`src/rtl/voq_sched.sv`:
```
// voq_sched: single-iteration iSLIP crossbar scheduler for a fixed-length VOQ switch.
// Per time slot: snapshot the VOQ empty flags, run one grant/accept round, then
// pulse the dequeue port of every matched ingress and drive the crossbar selects
// for the rest of the slot.
// Optional build macro: SCHED_STATS_EN adds the match_cnt / idle_slot_cnt counters.
module voq_sched #(
  parameter int PORT_CNT    = 4,
  parameter int SLOT_CYCLES = 8
) (
  input  logic                                 clk,
  input  logic                                 reset,
  input  logic                                 enable,
  input  logic [PORT_CNT*PORT_CNT-1:0]         is_empty,
  output logic [PORT_CNT-1:0]                  sched_en,
  output logic [PORT_CNT*$clog2(PORT_CNT)-1:0] sched_sel,
  output logic [PORT_CNT-1:0]                  xbar_valid,
  output logic [PORT_CNT*$clog2(PORT_CNT)-1:0] xbar_sel,
  output logic                                 slot_start
`ifdef SCHED_STATS_EN
  ,
  output logic [31:0]                          match_cnt,
  output logic [31:0]                          idle_slot_cnt
`endif
);

  localparam int SEL_W = $clog2(PORT_CNT);
  localparam int CNT_W = $clog2(SLOT_CYCLES);

  typedef enum logic [2:0] {
    IDLE   = 3'd0,
    GRANT  = 3'd1,
    ACCEPT = 3'd2,
    ISSUE  = 3'd3,
    HOLD   = 3'd4
  } state_t;

  state_t                                  state_q;
  logic [CNT_W-1:0]                        cnt_q;
  logic [PORT_CNT-1:0][PORT_CNT-1:0]       req_q;    // req_q[i][j]: ingress i wants egress j
  logic [PORT_CNT-1:0][PORT_CNT-1:0]       req_d;
  logic [PORT_CNT-1:0][SEL_W-1:0]          gptr_q;   // per egress
  logic [PORT_CNT-1:0][SEL_W-1:0]          aptr_q;   // per ingress
  logic [PORT_CNT-1:0]                     sched_en_q;
  logic [PORT_CNT-1:0][SEL_W-1:0]          sched_sel_q;
  logic [PORT_CNT-1:0]                     xbar_valid_q;
  logic [PORT_CNT-1:0][SEL_W-1:0]          xbar_sel_q;
  logic                                    slot_start_q;

  logic [PORT_CNT-1:0][PORT_CNT-1:0]       gnt_d;    // gnt_d[i][j]: egress j grants ingress i
  logic [PORT_CNT-1:0]                     col_d;
  logic [SEL_W:0]                          pick_d;
  logic [PORT_CNT-1:0]                     match_v_d;
  logic [PORT_CNT-1:0][SEL_W-1:0]          match_sel_d;
  logic [PORT_CNT-1:0][SEL_W-1:0]          sched_sel_d;
  logic [PORT_CNT-1:0]                     xbar_valid_d;
  logic [PORT_CNT-1:0][SEL_W-1:0]          xbar_sel_d;

  // Round-robin pick: first set bit of vec at or after ptr, with wrap.
  // Returns {found, index}.
  function automatic logic [SEL_W:0] rr_pick(input logic [PORT_CNT-1:0] vec,
                                             input logic [SEL_W-1:0]    ptr);
    logic [SEL_W:0]   res;
    logic [SEL_W-1:0] idx;
    res = '0;
    // Walk backwards so the candidate closest to ptr is the one left standing.
    for (int k = PORT_CNT - 1; k >= 0; k--) begin
      idx = ptr + SEL_W'(k);
      if (vec[idx]) begin
        res = {1'b1, idx};
      end else begin
        res = res;
      end
    end
    return res;
  endfunction

  // Reshape the flat empty flags into a request matrix.
  always_comb begin
    req_d = '0;
    for (int i = 0; i < PORT_CNT; i++) begin
      for (int j = 0; j < PORT_CNT; j++) begin
        req_d[i][j] = ~is_empty[i*PORT_CNT + j];
      end
    end
  end

  // One iSLIP iteration on the snapshot: egress grant, then ingress accept.
  always_comb begin
    gnt_d        = '0;
    col_d        = '0;
    pick_d       = '0;
    match_v_d    = '0;
    match_sel_d  = '0;
    sched_sel_d  = '0;
    xbar_valid_d = '0;
    xbar_sel_d   = '0;
    for (int j = 0; j < PORT_CNT; j++) begin
      for (int i = 0; i < PORT_CNT; i++) begin
        col_d[i] = req_q[i][j];
      end
      pick_d = rr_pick(col_d, gptr_q[j]);
      if (pick_d[SEL_W]) begin
        gnt_d[pick_d[SEL_W-1:0]][j] = 1'b1;
      end else begin
        gnt_d = gnt_d;
      end
    end
    for (int i = 0; i < PORT_CNT; i++) begin
      pick_d         = rr_pick(gnt_d[i], aptr_q[i]);
      match_v_d[i]   = pick_d[SEL_W];
      match_sel_d[i] = pick_d[SEL_W-1:0];
      if (pick_d[SEL_W]) begin
        sched_sel_d[i]                   = pick_d[SEL_W-1:0];
        xbar_valid_d[pick_d[SEL_W-1:0]]  = 1'b1;
        xbar_sel_d[pick_d[SEL_W-1:0]]    = SEL_W'(i);
      end else begin
        sched_sel_d[i] = '0;
      end
    end
  end

  // Slot FSM with registered outputs and iSLIP pointer updates.
  always_ff @(posedge clk) begin
    if (reset) begin
      state_q      <= IDLE;
      cnt_q        <= '0;
      req_q        <= '0;
      gptr_q       <= '0;
      aptr_q       <= '0;
      sched_en_q   <= '0;
      sched_sel_q  <= '0;
      xbar_valid_q <= '0;
      xbar_sel_q   <= '0;
      slot_start_q <= 1'b0;
    end else begin
      case (state_q)
        IDLE: begin
          if (enable) begin
            state_q      <= GRANT;
            slot_start_q <= 1'b1;
          end
        end
        GRANT: begin
          // Snapshot is frozen here; later empty-flag changes wait for the next slot.
          slot_start_q <= 1'b0;
          req_q        <= req_d;
          state_q      <= ACCEPT;
        end
        ACCEPT: begin
          sched_en_q   <= match_v_d;
          sched_sel_q  <= sched_sel_d;
          xbar_valid_q <= xbar_valid_d;
          xbar_sel_q   <= xbar_sel_d;
          // Only accepted matches advance pointers (keeps iSLIP starvation-free).
          for (int i = 0; i < PORT_CNT; i++) begin
            if (match_v_d[i]) begin
              aptr_q[i]              <= match_sel_d[i] + SEL_W'(1);
              gptr_q[match_sel_d[i]] <= SEL_W'(i + 1);
            end
          end
          state_q <= ISSUE;
        end
        ISSUE: begin
          sched_en_q  <= '0;
          sched_sel_q <= '0;
          cnt_q       <= CNT_W'(SLOT_CYCLES - 4);
          state_q     <= HOLD;
        end
        HOLD: begin
          if (cnt_q == '0) begin
            xbar_valid_q <= '0;
            xbar_sel_q   <= '0;
            if (enable) begin
              state_q      <= GRANT;
              slot_start_q <= 1'b1;
            end else begin
              state_q <= IDLE;
            end
          end else begin
            cnt_q <= cnt_q - CNT_W'(1);
          end
        end
        default: begin
          state_q <= IDLE;
        end
      endcase
    end
  end

  assign sched_en   = sched_en_q;
  assign sched_sel  = sched_sel_q;
  assign xbar_valid = xbar_valid_q;
  assign xbar_sel   = xbar_sel_q;
  assign slot_start = slot_start_q;

`ifdef SCHED_STATS_EN
  logic [31:0] match_cnt_q;
  logic [31:0] idle_slot_cnt_q;

  function automatic logic [31:0] popcount(input logic [PORT_CNT-1:0] v);
    logic [31:0] n;
    n = '0;
    for (int k = 0; k < PORT_CNT; k++) begin
      n = n + {31'd0, v[k]};
    end
    return n;
  endfunction

  // Accumulate match statistics once per ISSUE cycle; counters wrap naturally.
  always_ff @(posedge clk) begin
    if (reset) begin
      match_cnt_q     <= '0;
      idle_slot_cnt_q <= '0;
    end else if (state_q == ISSUE) begin
      match_cnt_q <= match_cnt_q + popcount(sched_en_q);
      if (sched_en_q == '0) begin
        idle_slot_cnt_q <= idle_slot_cnt_q + 32'd1;
      end
    end
  end

  assign match_cnt     = match_cnt_q;
  assign idle_slot_cnt = idle_slot_cnt_q;
`endif

endmodule

```
`config.mk`:
```
export PLATFORM = sky130hd
export DESIGN_NAME = voq_sched
export DESIGN_NICKNAME = d
export VERILOG_FILES = /design/src/rtl/voq_sched.sv
export SDC_FILE = /design/constraint.sdc
export NUM_CORES = 1
export LEC_CHECK = 0
export CAP_MARGIN = 15
export CORE_MARGIN = 2
export CORE_UTILIZATION = 44
export DETAILED_ROUTE_END_ITERATION = 16
export DONT_BUFFER_PORTS = 1
export GPL_TIMING_DRIVEN = 0
export REMOVE_ABC_BUFFERS = 1
export SKIP_CTS_REPAIR_TIMING = 1
export SLEW_MARGIN = 20
export SYNTH_ARGS = -nofsm -noshare
export SYNTH_HDL_FRONTEND = slang
export SYNTH_SLANG_ARGS = --single-unit
```
`constraint.sdc`:
```
create_clock -name clk -period 4.3 [get_ports clk]
set_clock_uncertainty 0.15 [all_clocks]
set_input_delay 0.215 -clock clk [delete_from_list [all_inputs] [get_ports clk]]
set_output_delay 0.215 -clock clk [all_outputs]
set_load 0.005 [all_outputs]
```
* Yosys cells after proc, flatten, opt, wreduce, memory -nomap -nowiden
Index checks and enable logic that the tools add are counted.
** Storage, ports and cells
- Logic and storage cells :: 326
- Bits of input ports :: 19
- Register bits after elaboration :: 63
- Output and inout port bits :: 25
** Cells by class
- $lt $le $gt $ge :: 48
- Bitwise operators :: 35
- Reductions and logical operators :: 22
- Eq/ne operators :: 7
- Muxes and demuxes :: 160
- Add/subtract/negate cells :: 29
** Operator list (number)
- 2-bit by 3-bit < comparator with 1-bit output (second input constant) :: 40
- 3-bit two-way mux :: 36
- 8-bit two-way mux :: 13
- 1-bit binary-select mux with 2-bit select :: 32
- 16-bit two-way mux :: 4
- 16-bit OR :: 3
- 1-bit two-way mux :: 40
- 2-bit adder (second input constant) :: 16
- 4-bit demux with 2-bit select :: 4
- 8-bit case mux with 2 select lines :: 2
- 2-bit by 1-bit adder with 2-bit output (second input constant) :: 12
- 4-bit two-way mux :: 6
- 4-bit OR :: 6
- 2-bit two-way mux :: 9
- 2-bit demux with 2-bit select :: 4
- 2-bit by 1-bit >= comparator with 1-bit output (second input constant) :: 8
- 1-bit inverter :: 16
- 8-bit OR :: 2
- 4-bit case mux with 2 select lines :: 2
- 2-bit AND reduction :: 8
- 3-bit case mux with 5 select lines :: 1
- 4-bit bitwise AND :: 3
- 4-bit inverter :: 3
- 8-bit bitwise AND :: 1
- other kinds (14) :: 30

* Logic depth before layout (Yosys ltp)
- Depth after elaboration :: 43
- Gate-level depth with buffers :: 12
- Gate-level depth less buffers :: 10

* Least setup slack after synthesis
OpenSTA, ideal clock, no wires.
- Kind :: flip-flop to flip-flop
- Start :: register gptr_q[3] (netlist bit)
- End :: register gptr_q[0] (netlist bit)
- Library setup time :: 103 ps
- Setup slack :: 1783 ps
- Period minus slack after synthesis :: 2517 ps
- Cell stages (with the launch flop) :: 11
- Data arrival time :: 2263 ps
- Cell sequence :: dfxtp_1 > buf_2 > o311ai_1 > nand2_1 > a311oi_1 > nor2_1 > inv_1 > ha_1 > a21boi_2 > o21ai_2 > a2111oi_2
** On the way
- Cells in the longest elaborated chain, start to end :: 41
- Elaborated cells on any way between the ends :: 110
- Classes of those cells :: 3 x add/sub; 10 x order compare; 83 x mux; 9 x bitwise; 5 x reduce/logical
** Ends and longest elaborated chain
- start: declaration :: RTL line 41 : logic [PORT_CNT-1:0][SEL_W-1:0] gptr_q;
- start signal: indexed assignment :: RTL line 158 : gptr_q[match_sel_d[i]] <= SEL_W'(i + 1);
- 2-bit adder :: RTL line 67 : idx = ptr + SEL_W'(k);
- 1-bit binary-select mux with 2-bit select :: RTL line 68 : if (vec[idx]) begin
- 1-bit two-way mux (implied by the code) :: RTL line 68
- 3-bit two-way mux (3 in a row) :: RTL line 68
- 3-bit two-way mux (*) :: RTL line 68
- 2-bit by 3-bit < comparator with 1-bit output (implied by the code) or 2-bit by 1-bit >= comparator with 1-bit output (tied branches) :: RTL line 103 : gnt_d[pick_d[SEL_W-1:0]][j] = 1'b1;
- 1-bit logical AND (implied by the code) :: RTL line 103
- 2-bit two-way mux (implied by the code) :: RTL line 103
- [... 23 more ...]
- 8-bit two-way mux :: RTL line 136 : case (state_q)
- 8-bit two-way mux :: RTL line 124 : if (reset) begin
- 8-bit OR (no source line)
- 8-bit two-way mux :: RTL line 156 : if (match_v_d[i]) begin
- 8-bit two-way mux :: RTL line 136
- 8-bit two-way mux :: RTL line 124
- 8-bit bitwise AND (no source line)
- 8-bit two-way mux (*) :: RTL line 156
Mark *: on every way between the ends. The rest lies on a longest branch, timed or not. The select of a mux whose other input is x is not followed.
A chain may end at the register's enable or synchronous reset.

* Worst setup path in the final report
- Start :: register gptr_q[0] (netlist bit)
- End :: register gptr_q[2] (netlist bit)
** On the way
- Cells in the longest elaborated chain, start to end :: 42
- Elaborated cells on any way between the ends :: 111
- Classes of those cells :: 3 x add/sub; 10 x order compare; 84 x mux; 9 x bitwise; 5 x reduce/logical
** Ends and longest elaborated chain (RTL line)
- 2-bit adder :: 67
- 1-bit binary-select mux with 2-bit select :: 68
- 1-bit two-way mux (implied by the code) :: 68
- 3-bit two-way mux (3 in a row) :: 68
- 3-bit two-way mux (*) :: 68
- 2-bit by 3-bit < comparator with 1-bit output (implied by the code) or 2-bit by 1-bit >= comparator with 1-bit output (tied branches) :: 103
- 1-bit logical AND (implied by the code) :: 103
- 1-bit two-way mux (implied by the code) :: 103
- [... 24 more ...]
- 8-bit two-way mux :: 136
- 8-bit two-way mux :: 124
- 8-bit OR (no source line)
- 8-bit two-way mux :: 156
- 8-bit two-way mux :: 136
- 8-bit two-way mux :: 124
- 8-bit bitwise AND (no source line)
- 8-bit two-way mux (*) :: 156
Marked as above.

==> reports/qor.yml <==
status: "completed"
required_ns: 4.42
final_cell_mix: "dfxtp_1, nor2_1, a21oi_1, nand2_1, inv_1"
yosys_warnings: 0
first_pass_iters: 4
dp_hpwl_mm: 6.469
fin_crit_ns: 3.114
routed_via_density: 5.729
route.antenna.remaining_nets: 0
synth-edff-count: 0
nFillCells: 795
ctsRootBufferMaster: "clkbuf_8"
ys_types: 77
finalSetupViolCount: 0
instances_no_fill: 553
vias: 3168
finalWirelength_mm: 8.965
grt_pass1_wl_mm: 14.63
drtIter0Drc: 181
routabilityCongestion: 0.8276
worstSetupStartpointType: "flip-flop"
power_density_nw_per_um2: 439.3
synth_area_leaders: "dfxtp_1, ha_1, nor2_1"
rsz0062_at_grt: "false"
crit_path_max_fanout: 10
core-area_um2: 8258
fin_crit_sh_pct: 72.42
fin_ws_ns: 1.186
die_h_um: 96.40
wl_per_cell_um: 16.21
critPathKind: "reg2reg"
grt_use_met2_pct: 30.79
synth_seq_cells: 63
cts.sinks: 63
synth_top_area_cell: "dfxtp_1"
syn-cell-area_um2: 3756
start_util_pct: 45.48
cts_max_level: 3
avgSynthCellArea_um2: 8.595
total_power_uw: 1843
final_hold_viol_count: 0
ys_seq_area_share_pct: 33.58
synthFlopType: "dfxtp_1"
async_reset_ff_share_pct: 0
die_area_um2: 9292
clk_latency_ns: 0.35
num_rows: 33
irDropWorstVdd_mv: 0.1878
worst_setup_path_end_kind: "flip-flop"
numCtsBuffers: 9
place_inst: 519
grt_overflow: 0
io_pins: 44
io_buffers: 0
clkTransAtPathRegs_ns: 0.07
fmax_mhz: 321.1
area_growth_pct: 11.73
timing.hold.ws_ns: 0.03182
final_common_cell: "dfxtp_1"
busiest_layer: "met2"
drive_gt1_share_pct: 10.71
grt.total_usage_pct: 20.88
worst_pin_slew_ns: 0.9743
slew_headroom_pct: 34.13
nets: 480
pre_cts_ws_ns: 1.252
setup_tns_ns: 0
cts_tree: "done"
grt_use_met3_pct: 4.500
synth_top_area_share_pct: 33.58
grtUsageMet1_pct: 29.75
p_leak_uw: 0.001462
antenna_found_initial: 0
crit_arrival_ns: 3.24
grt_pass1_vias: 2815
netlist_instances: 437
min_path_type: "in2reg"
max_cap_viol_count: 0
slew_viol_final: 0
clk_path_buf_depth: 2
drc_errors: 0
grt_max_degree: 52
diodes: 0
die_x_um: 96.40
==> worst max-delay path: stages (launching register included) <==
cell and delay [ns]:
dfxtp_1 0.53, nor2b_1 0.10, o311ai_2 0.46, nand3_1 0.17
a311oi_1 0.39, nor2_1 0.15, inv_1 0.11, ha_1 0.15
a21boi_1 0.36, o21ai_1 0.20, a211oi_1 0.25
==> synth_stat cells (4+ instances only) <==
library cell	instances
nor2b_1	9
inv_1	22
o21a_1	8
a22o_1	4
nor3b_1	5
and2_1	11
nand2_1	25
a21oi_1	25
nand2b_1	15
clkbuf_1	15
nor2_1	44
o211a_1	4
a211oi_1	21
a21boi_0	4
o41a_1	4
dfxtp_1	63
buf_2	6
a31oi_1	4
ha_1	18
o211ai_1	7
o21ai_0	18
nor3_1	12
mux2i_1	4
o21ai_1	7
==> stage by stage <==
stage | instance area [µm²] | utilization [%]
after CTS | 3999 | 48.42
after global routing | 4197 | 50.82
after global placement | 3764 | 45.58
after floorplan | 3632 | -
final | 4197 | 50.82
after detailed placement | 3786 | 45.85
==> path summary, 6_finish.rpt <==
check | slack, ns | from | endpoint | cells after the start
max | 1.19 | gptr_q[0] | gptr_q[2] | 10
min | 0.03 | reset | req_q[6] | 2
max reg2reg | 1.19 | gptr_q[0] | gptr_q[2] | 10
min reg2reg | 0.32 | sched_sel[6] | sched_sel[6] | 2
==> cell families (layout without fill, tap and decap cells) <==
| family | after synthesis | count (layout) | synth area share (%) |
|---|---|---|---|
| compound gates | 160 | 160 | 34.01 |
| xor+xnor | 2 | 2 | 0.4664 |
| fa+ha+maj | 18 | 18 | 5.996 |
| buf+inv | 49 | 60 | 5.696 |
| flops | 63 | 63 | 33.58 |
| mux | 5 | 5 | 1.366 |
| simple gates | 140 | 140 | 18.89 |
==> power breakdown <==
group	internal (µW)	switching, µW	total, µW	leakage (µW)
combinational	228	334	562	0.000849
sequential	635	80.3	716	0.000512
clock	324	242	566	0.000102
==> cell type report <==
class,count,area (µm²),area share [%]
Inverter,24,90.09,2.147
Clock inverter,6,85.08,2.027
Clock buffer,10,127.6,3.041
Sequential cell,63,1261,30.05
Tap cell,105,131.4,3.131
Multi-Input combinational cell,325,2288,54.53
Timing Repair Buffer,20,212.7,5.069
==> sequential cells by signal (all words and copies together), names as in the netlist <==
signal,count
sched_sel,8
req_q,12
slot_start,1
gptr_q,8
sched_en,4
xbar_valid,4
xbar_sel,8
col_d,4
state_q,3
aptr_q,8
cnt_q,3
==> per-layer routing <==
| metal | share of wire, % | up-vias |
|---|---|---|
| met2 | 44 | 71 |
| met3 | 5.8 | 11 |
| li1 | - | 1633 |
| met5 | 0 | - |
| met4 | 1.5 | 0 |
| met1 | 48 | 1453 |
Power figures use the tool's default switching activity.
